File: src/rtl/bcd_ndigit_if.sv
// Handshake and result bus between a requester and the bcd_ndigit converter.
interface bcd_ndigit_if #(
   parameter int WIDTH  = 14,
   parameter int DIGITS = 4
);
   logic                  start;
   logic [WIDTH-1:0]      value;
   logic                  busy;
   logic                  done;
   logic                  ovf;
   logic [4*DIGITS-1:0]   bcd;

   modport master (output start, output value,
                   input  busy,  input  done, input ovf, input bcd);
   modport slave  (input  start, input  value,
                   output busy,  output done, output ovf, output bcd);
endinterface

File: src/rtl/bcd_ndigit.sv
// Sequential binary-to-BCD converter (double dabble) for the seven-segment
// display path. One operand bit is processed per cycle; results are only
// published in FINISH so the display never sees partial digits.
// Digit code 4'hF means "blank".
module bcd_ndigit #(
   parameter int WIDTH  = 14,
   parameter int DIGITS = 4,
   parameter bit BLANK  = 1'b1,
   parameter bit AUTO   = 1'b0
) (
   input  logic           clk,
   input  logic           rst,
   bcd_ndigit_if.slave    bus
);

   localparam int CW = $clog2(WIDTH + 1);
   localparam int BW = 4 * DIGITS;

   typedef enum logic [1:0] {
      S_IDLE   = 2'd0,
      S_SHIFT  = 2'd1,
      S_FINISH = 2'd2
   } state_t;

   state_t            state_q,  state_d;
   logic [WIDTH-1:0]  opnd_q,   opnd_d;
   logic [BW-1:0]     scr_q,    scr_d;
   logic              sticky_q, sticky_d;
   logic [CW-1:0]     cnt_q,    cnt_d;
   logic [WIDTH-1:0]  last_q,   last_d;
   logic              pend_q,   pend_d;
   logic              busy_q,   busy_d;
   logic              done_q,   done_d;
   logic              ovf_q,    ovf_d;
   logic [BW-1:0]     bcd_q,    bcd_d;

   logic              trigger_s;
   logic [BW-1:0]     adj_s;

   // Add 3 to every digit that is 5 or more, ahead of the shift.
   function automatic logic [BW-1:0] adjust_digits(input logic [BW-1:0] s);
      logic [BW-1:0] r;
      r = s;
      for (int i = 0; i < DIGITS; i++) begin
         if (s[4*i +: 4] >= 4'd5) begin
            r[4*i +: 4] = s[4*i +: 4] + 4'd3;
         end else begin
            r[4*i +: 4] = s[4*i +: 4];
         end
      end
      return r;
   endfunction

   // Replace leading zero digits with blank; the ones digit always shows.
   function automatic logic [BW-1:0] blank_leading(input logic [BW-1:0] s);
      logic [BW-1:0] r;
      logic          lead;
      r    = s;
      lead = 1'b1;
      for (int i = DIGITS - 1; i >= 1; i--) begin
         if (lead && (s[4*i +: 4] == 4'h0)) begin
            r[4*i +: 4] = 4'hF;
         end else begin
            lead = 1'b0;
         end
      end
      return r;
   endfunction

   assign trigger_s = AUTO ? ((bus.value != last_q) || pend_q) : bus.start;
   assign adj_s     = adjust_digits(scr_q);

   // Next-state and datapath decisions for IDLE / SHIFT / FINISH.
   always_comb begin
      state_d  = state_q;
      opnd_d   = opnd_q;
      scr_d    = scr_q;
      sticky_d = sticky_q;
      cnt_d    = cnt_q;
      last_d   = last_q;
      pend_d   = pend_q;
      busy_d   = busy_q;
      done_d   = 1'b0;
      ovf_d    = ovf_q;
      bcd_d    = bcd_q;
      case (state_q)
         S_IDLE: begin
            if (trigger_s) begin
               opnd_d   = bus.value;
               scr_d    = '0;
               sticky_d = 1'b0;
               cnt_d    = CW'(WIDTH);
               last_d   = bus.value;
               pend_d   = 1'b0;
               busy_d   = 1'b1;
               state_d  = S_SHIFT;
            end else begin
               state_d  = S_IDLE;
            end
         end
         S_SHIFT: begin
            // The bit leaving the top digit is lost precision: remember it.
            scr_d    = {adj_s[BW-2:0], opnd_q[WIDTH-1]};
            opnd_d   = {opnd_q[WIDTH-2:0], 1'b0};
            sticky_d = sticky_q | adj_s[BW-1];
            cnt_d    = cnt_q - CW'(1);
            if (cnt_q == CW'(1)) begin
               state_d = S_FINISH;
            end else begin
               state_d = S_SHIFT;
            end
         end
         S_FINISH: begin
            if (sticky_q) begin
               bcd_d = {DIGITS{4'h9}};
               ovf_d = 1'b1;
            end else begin
               bcd_d = BLANK ? blank_leading(scr_q) : scr_q;
               ovf_d = 1'b0;
            end
            done_d  = 1'b1;
            busy_d  = 1'b0;
            state_d = S_IDLE;
         end
         default: begin
            busy_d  = 1'b0;
            state_d = S_IDLE;
         end
      endcase
   end

   // State and output registers with synchronous active-low reset.
   always_ff @(posedge clk) begin
      if (!rst) begin
         state_q  <= S_IDLE;
         opnd_q   <= '0;
         scr_q    <= '0;
         sticky_q <= 1'b0;
         cnt_q    <= '0;
         last_q   <= '0;
         pend_q   <= 1'b1;
         busy_q   <= 1'b0;
         done_q   <= 1'b0;
         ovf_q    <= 1'b0;
         bcd_q    <= {DIGITS{4'hF}};
      end else begin
         state_q  <= state_d;
         opnd_q   <= opnd_d;
         scr_q    <= scr_d;
         sticky_q <= sticky_d;
         cnt_q    <= cnt_d;
         last_q   <= last_d;
         pend_q   <= pend_d;
         busy_q   <= busy_d;
         done_q   <= done_d;
         ovf_q    <= ovf_d;
         bcd_q    <= bcd_d;
      end
   end

   assign bus.busy = busy_q;
   assign bus.done = done_q;
   assign bus.ovf  = ovf_q;
   assign bus.bcd  = bcd_q;

endmodule

File: src/flat_wrapper.sv
// flat-port wrapper written by rule: the top's interface ports become plain ports
module bcd_ndigit_flat 
#(
   parameter int WIDTH  = 14,
   parameter int DIGITS = 4,
   parameter bit BLANK  = 1'b1,
   parameter bit AUTO   = 1'b0
)
  (clk, rst, bus_start, bus_value, bus_busy, bus_done, bus_ovf, bus_bcd);
  bcd_ndigit_if #(.WIDTH(WIDTH), .DIGITS(DIGITS)) bus_i ();
  input  logic clk;
  input  logic rst;
  input wire logic [$bits(bus_i.start)-1:0] bus_start;
  input wire logic [$bits(bus_i.value)-1:0] bus_value;
  output wire logic [$bits(bus_i.busy)-1:0] bus_busy;
  output wire logic [$bits(bus_i.done)-1:0] bus_done;
  output wire logic [$bits(bus_i.ovf)-1:0] bus_ovf;
  output wire logic [$bits(bus_i.bcd)-1:0] bus_bcd;
  assign bus_i.start = bus_start;
  assign bus_i.value = bus_value;
  assign bus_busy = bus_i.busy;
  assign bus_done = bus_i.done;
  assign bus_ovf = bus_i.ovf;
  assign bus_bcd = bus_i.bcd;
  bcd_ndigit #(.WIDTH(WIDTH), .DIGITS(DIGITS), .BLANK(BLANK), .AUTO(AUTO)) u_core (.clk(clk), .rst(rst), .bus(bus_i));
endmodule
File: config.mk
export PLATFORM = sky130hd
export DESIGN_NAME = bcd_ndigit_flat
export DESIGN_NICKNAME = d
export VERILOG_FILES = /design/src/rtl/bcd_ndigit_if.sv /design/src/rtl/bcd_ndigit.sv /design/src/flat_wrapper.sv
export SDC_FILE = /design/constraint.sdc
export NUM_CORES = 1
export LEC_CHECK = 0
export CAP_MARGIN = 20
export CORE_ASPECT_RATIO = 0.5
export CORE_MARGIN = 3
export CORE_UTILIZATION = 25
export CTS_BUF_LIST = sky130_fd_sc_hd__clkbuf_4
export DETAILED_ROUTE_END_ITERATION = 12
export HOLD_SLACK_MARGIN = 0.03
export REMOVE_ABC_BUFFERS = 1
export SYNTH_ARGS = -nofsm -noshare
export SYNTH_HDL_FRONTEND = slang
export SYNTH_SLANG_ARGS = --single-unit
File: constraint.sdc
create_clock -name clk -period 3 [get_ports clk]
set_clock_uncertainty 0.1 [all_clocks]
set_input_delay 0.6 -clock clk [delete_from_list [all_inputs] [get_ports clk]]
set_output_delay 0.6 -clock clk [all_outputs]
set_load 0.01 [all_outputs]
==> impl_metrics.yaml, run 1 <==
logic_synthesis:
  async_reset_ff_frac: 0
  synth.distinct_cells: 48
  synth_seq_area_share: 0.442
  synth-edff-count: 0
  synth_area_per_cell_um2: 8.69
  yosysMostFrequentCell: "dfxtp_1"
  synthTopCellsByCount: "dfxtp_1, nand2_1, nor2_1, a21oi_1, o21ai_0"
  synthCells: 292
  synth_top_area_share: 0.442
  netlist_area_um2: 2540
  yosys_most_used_dff: "dfxtp_1"
  yosysTopAreaCell: "dfxtp_1"
  synth.area.top_cells: "dfxtp_1, nand2_1, ha_1, nor2_1, a311oi_1"
  yosys_register_bits: 56
  synth_warnings: 0
die:
  die_w_um: 148
  die_area_um2: 11500
  num_rows: 25
  coreArea_um2: 9670
  die_y_um: 77.2
  initial_core_util: 0.262
  ios: 36
worst_setup_path:
  required_ns: 2.30
  worst_setup_path_start_kind: "register"
  cp_top_family: "buffers and inverters"
  path_buf_inv: 1
  cp-end-kind: "primary output"
  critPathSlowestCell: "clkdlybuf4s50_1"
  cp.arrival_ns: 1.32
  slowest_delay_ns: 0.56
  worstPathMaxFanout: 2
  critPathKind: "reg2out"
  crit_chain: "clkdlybuf4s50_1"
power_and_ir_drop:
  finalPower_uw: 1290
  p_int_uw: 935
  p_switching_uw: 351
  comb_power_share: 0.116
  seqPwrFrac: 0.617
  p_sw_frac: 0.273
  power_leakage_uw: 0.00109
  cellPowerDensity_nw_per_um2: 421
  irDropWorstVdd_mv: 0.174
  p_clk_frac: 0.267
timing:
  finalCritPeriodShare: 0.673
  hold_viol: 0
  slew_headroom: 0.542
  rsz0062_at_grt: "false"
  timing.fmax_mhz: 495
  slew_viol_final: 0
  fin_crit_ns: 2.02
  setup_tns_ns: 0
  holdWs_ns: 0.384
  finalSetupViolCount: 0
  tightest_slew_ns: 0.687
clock_network:
  cts_setup_buffers: 0
  cts_hold_buf: 0
  cts_max_level: 2
  numCtsBuffers: 5
  clk_pin_slew_ns: 0.17
  cts_resized: 0
  clk_path_buf_depth: 2
  clock_latency_ns: 0.38
  root_buffer: "clkbuf_4"
  clkSinkCount: 56
  cts_tree: "yes"
detailed_routing:
  antenna_left: 0
  drcViolationCount: 0
  detail_route.wl_per_cell_um: 12.6
  drtIter0Drc: 98
  vias_per_cell: 4.58
  num_vias: 2095
  dr.pass1.iters: 4
  wl_mm: 5.77
final_layout:
  nets: 350
  drive_gt1_frac: 0.0807
  final_cells: 457
  fillCellCount: 1031
  fin_area_um2: 3050
  diodes: 0
  syn2layout_area_growth_pct: 20.4
global_route:
  grt_pass1_wl_mm: 9.82
  gr-usage-all-layers: 0.104
  grt_start_max_net_pins: 25
  grt_pass1_vias: 2013
  antenna_found_initial: 0
  grt-ovfl-total: 0
worst_hold_path:
  hold_path_class: "reg2reg"
place:
  dp_hpwl_mm: 4.02
  gp_congestion: 0.762
  place_area_um2: 2990
  dp_cells: 449
  portBuffers: 35
outcome:
  status: "complete, no violations"
job:
  maxCapViolCount: 0
==> cell type report <==
| cell class | count | area (um2) | area share |
|---|---|---|---|
| sequential | 56 | 1120 | 0.367 |
| clock inverter | 3 | 22.5 | 0.00738 |
| timing repair buffer | 40 | 388 | 0.127 |
| tap | 135 | 169 | 0.0553 |
| clock buffer | 5 | 37.5 | 0.0123 |
| multi-input combinational | 205 | 1270 | 0.415 |
| inverter | 13 | 48.8 | 0.0160 |
==> metal layers <==
layer | track usage | routed length (um) | vias up | share of wire
li1 | - | - | 1080 | -
met1 | 0.139 | 2840 | 976 | 0.49
met2 | 0.167 | 2590 | 35 | 0.45
met3 | 0.0248 | 284 | 4 | 0.049
met4 | 0.0286 | 47 | 0 | 0.0082
met5 | 0 | 0 | - | 0
==> state kept, by name, summed over array words and instances, names as in the netlist <==
register / flops
u_core.bus.bcd: 16
u_core.cnt_q: 4
u_core.state_q: 2
u_core.sticky_q: 1
u_core.bus.busy: 1
u_core.bus.ovf: 1
u_core.opnd_q: 14
u_core.bus.done: 1
u_core.scr_q: 16
==> worst min-delay path: stages, from the launching register on <==
cell      delay [ns]
dfxtp_1         0.34
nand2_1         0.05
a311oi_1        0.07
==> layout by cell type (no fill, tap or decap), types with 3 or more instances in the layout <==
| master | count |
|---|---|
| clkdlybuf4s50_1 | 35 |
| mux2_2 | 4 |
| a21oi_1 | 17 |
| nand2b_1 | 6 |
| nor4_1 | 3 |
| nor2_1 | 31 |
| a311oi_1 | 13 |
| clkbuf_4 | 5 |
| inv_1 | 12 |
| o21ai_1 | 8 |
| a32oi_1 | 3 |
| ha_1 | 12 |
| dfxtp_1 | 56 |
| o21ai_0 | 16 |
| nand2_1 | 45 |
| o31ai_1 | 6 |
| buf_4 | 5 |
| xnor2_1 | 5 |
| xor2_1 | 3 |
==> logic make-up after synthesis <==
family                   count (synthesis)  share of synthesized area
flip-flops                              56                      0.442
AO/OA/AOI/OAI                           82                      0.218
adder cells (fa/ha/maj)                 12                     0.0592
XOR/XNOR                                 8                     0.0276
AND/OR/NAND/NOR                         99                      0.177
buffers and inverters                   31                     0.0587
multiplexers                             4                     0.0178
==> worst paths after layout <==
check,slack (ns),start,cells after the start,endpoint
min reg2reg,0.38,u_core.opnd_q[10],2,u_core.opnd_q[11]
min,0.38,u_core.opnd_q[10],2,u_core.opnd_q[11]
max,0.98,u_core.bus.bcd[4],1,bus_bcd[4]
max reg2reg,1.09,u_core.scr_q[12],6,u_core.bus.bcd[7]
==> power by group through the flow <==
stage / sequential, uW / clock [uW] / combinational [uW]
2_1_floorplan: 806 / 0 / 87.6
5_1_grt: 798 / 391 / 170
6_report: 794 / 344 / 149
4_1_cts: 793 / 358 / 151
3_3_place_gp: 809 / 0 / 148
3_5_place_dp: 809 / 0 / 150
==> through the flow <==
step / utilization / setup slack, ns
finish: 0.316 / 0.981
global route: 0.316 / 0.881
CTS: 0.316 / 0.941
detailed placement: 0.310 / 0.707
global placement: 0.310 / 0.792
floorplan: - / 1.27
Note: power is estimated with default switching activity, not from simulation.
==> inputs of run 2 (changes only) <==
==> constraint.sdc (replaced) <==
create_clock -name clk -period 1.95 [get_ports clk]
set_clock_uncertainty 0.1 [all_clocks]
set_input_delay 0.39 -clock clk [delete_from_list [all_inputs] [get_ports clk]]
set_output_delay 0.39 -clock clk [all_outputs]
set_load 0.01 [all_outputs]
==> impl_metrics.yaml, run 2 (synthesis gave the netlist of run 1 again) <==
timing:
  setup_tns_ns: 0
  rsz0062_at_grt: "false"
  finalCritPeriodShare: 0.949
  tightest_slew_ns: 0.412
  slew_viol_final: 0
  hold_viol: 0
  finalSetupViolCount: 0
  timing.fmax_mhz: 540
  fin_crit_ns: 1.85
  slew_headroom: 0.723
global_route:
  met2_usage: 0.170
  grt_pass1_vias: 2032
  grt_start_max_net_pins: 26
  gr-usage-all-layers: 0.106
  grt_pass1_wl_mm: 9.95
  antenna_found_initial: 0
  met1_usage: 0.144
  gr-max-usage-layer: "met2"
  grt-ovfl-total: 0
  global_route.usage.met3: 0.0230
worst_hold_path:
  hold_path_class: "reg2reg"
  hold_start: "u_core.bus.bcd[9]"
  min_to: "u_core.bus.bcd[9]"
  holdPathStages: 2
place:
  dp_cells: 466
  dp_hpwl_mm: 4.40
  portBuffers: 35
  gp_congestion: 0.789
  place_area_um2: 3150
final_layout:
  diodes: 0
  final_cells: 474
  fillCellCount: 991
  nets: 367
  syn2layout_area_growth_pct: 26.4
  ff_latch_area_um2: 1120
  layout_commonest_cell: "dfxtp_1"
  final_cell_mix: "dfxtp_1, nand2_1, clkdlybuf4s50_1"
  fin_util: 0.332
  multiInputGateArea_um2: 1270
  fin_area_um2: 3210
  drive_gt1_frac: 0.130
power_and_ir_drop:
  cellPowerDensity_nw_per_um2: 624
  irDropWorstVdd_mv: 0.272
  power_leakage_uw: 0.00118
clock_network:
  clock_latency_ns: 0.38
  clk_path_buf_depth: 2
  cts_hold_buf: 0
  cts_tree: "yes"
  cts_max_level: 2
  root_buffer: "clkbuf_4"
  numCtsBuffers: 5
  clk_pin_slew_ns: 0.17
  clkSinkCount: 56
worst_setup_path:
  r2r-start: "u_core.scr_q[13]"
  rr_endpoint: "u_core.bus.bcd[4]"
  worstPathMaxFanout: 7
  cp-end-kind: "register"
  worst_setup_path_start_kind: "register"
  critPathKind: "reg2reg"
  reg2reg_slack_ns: 0.1
  cp.arrival_ns: 2.05
  worstSetupStartpoint: "u_core.scr_q[13]"
  reg2reg_depth: 6
  required_ns: 2.15
die:
  coreArea_um2: 9670
  die_y_um: 77.2
  num_rows: 25
  ios: 36
  die_area_um2: 11500
  initial_core_util: 0.262
  die_w_um: 148
outcome:
  status: "complete, no violations"
detailed_routing:
  dr.pass1.iters: 4
  drtIter0Drc: 146
  wl_mm: 5.98
  drcViolationCount: 0
  detail_route.wl_per_cell_um: 12.6
  antenna_left: 0
  vias_per_cell: 4.51
  num_vias: 2139
job:
  maxCapViolCount: 0
## run 2: cell count changes in the layout (fill, tap and decap cells not counted), sizes merged
cell,change
buf,+17
## run 2: worst max-delay path by stage
stage | endpoint | slack (ns) | depth (start not counted)
after floorplan | u_core.bus.bcd[4] | 0.22 | 6
after global placement | u_core.bus.bcd[4] | 0.04 | 6
after detailed placement | u_core.bus.bcd[4] | 0.05 | 6
after CTS | u_core.bus.bcd[7] | 0.03 | 6
after global routing | u_core.bus.bcd[7] | 0.01 | 6
final | u_core.bus.bcd[4] | 0.1 | 6
## run 2: metrics by stage
stage / hold WS (ns) / setup slack, ns / total power, uW
after global routing: 0.402 / 0.0124 / 2120
after CTS: 0.389 / 0.0258 / 2030
final: 0.385 / 0.0993 / 2000
after detailed placement: 0.350 / 0.0506 / 1510
after global placement: 0.349 / 0.0442 / 1510
after floorplan: 0.341 / 0.223 / 1370
## run 2: routing by layer
| metal | share of wire | routed length (um) | up-vias |
|---|---|---|---|
| met1 | 0.48 | 2850 | 995 |
| met2 | 0.47 | 2820 | 29 |
| met4 | 0.0090 | 54 | 0 |
| met3 | 0.042 | 253 | 5 |
| li1 | - | - | 1110 |
| met5 | 0 | 0 | - |
## run 2: report_power, final
group,switching [uW],total (uW),internal [uW]
logic,134,264,130
registers,27.4,1220,1190
clock network,379,520,141
total,541,2000,1460
## run 2: timing repair
item	CTS	global route
gates resized for setup	0	3
endpoints found under the setup margin	0	3
setup buffers	0	0
## run 2: critical path, cell delays in order (launching register included)
cell and delay (ns):
dfxtp_1 0.41, inv_1 0.09, ha_1 0.23, nor3b_2 0.20
and3_2 0.27, a211o_1 0.29, o22a_1 0.20
## run 2: final cells by class
cell class                      instances  area share
Clock buffer                            5      0.0117
Clock inverter                          3     0.00546
Inverter                               13      0.0152
Multi-Input combinational cell        205       0.395
Sequential cell                        56       0.351
Tap cell                              135      0.0527
Timing Repair Buffer                   57       0.169
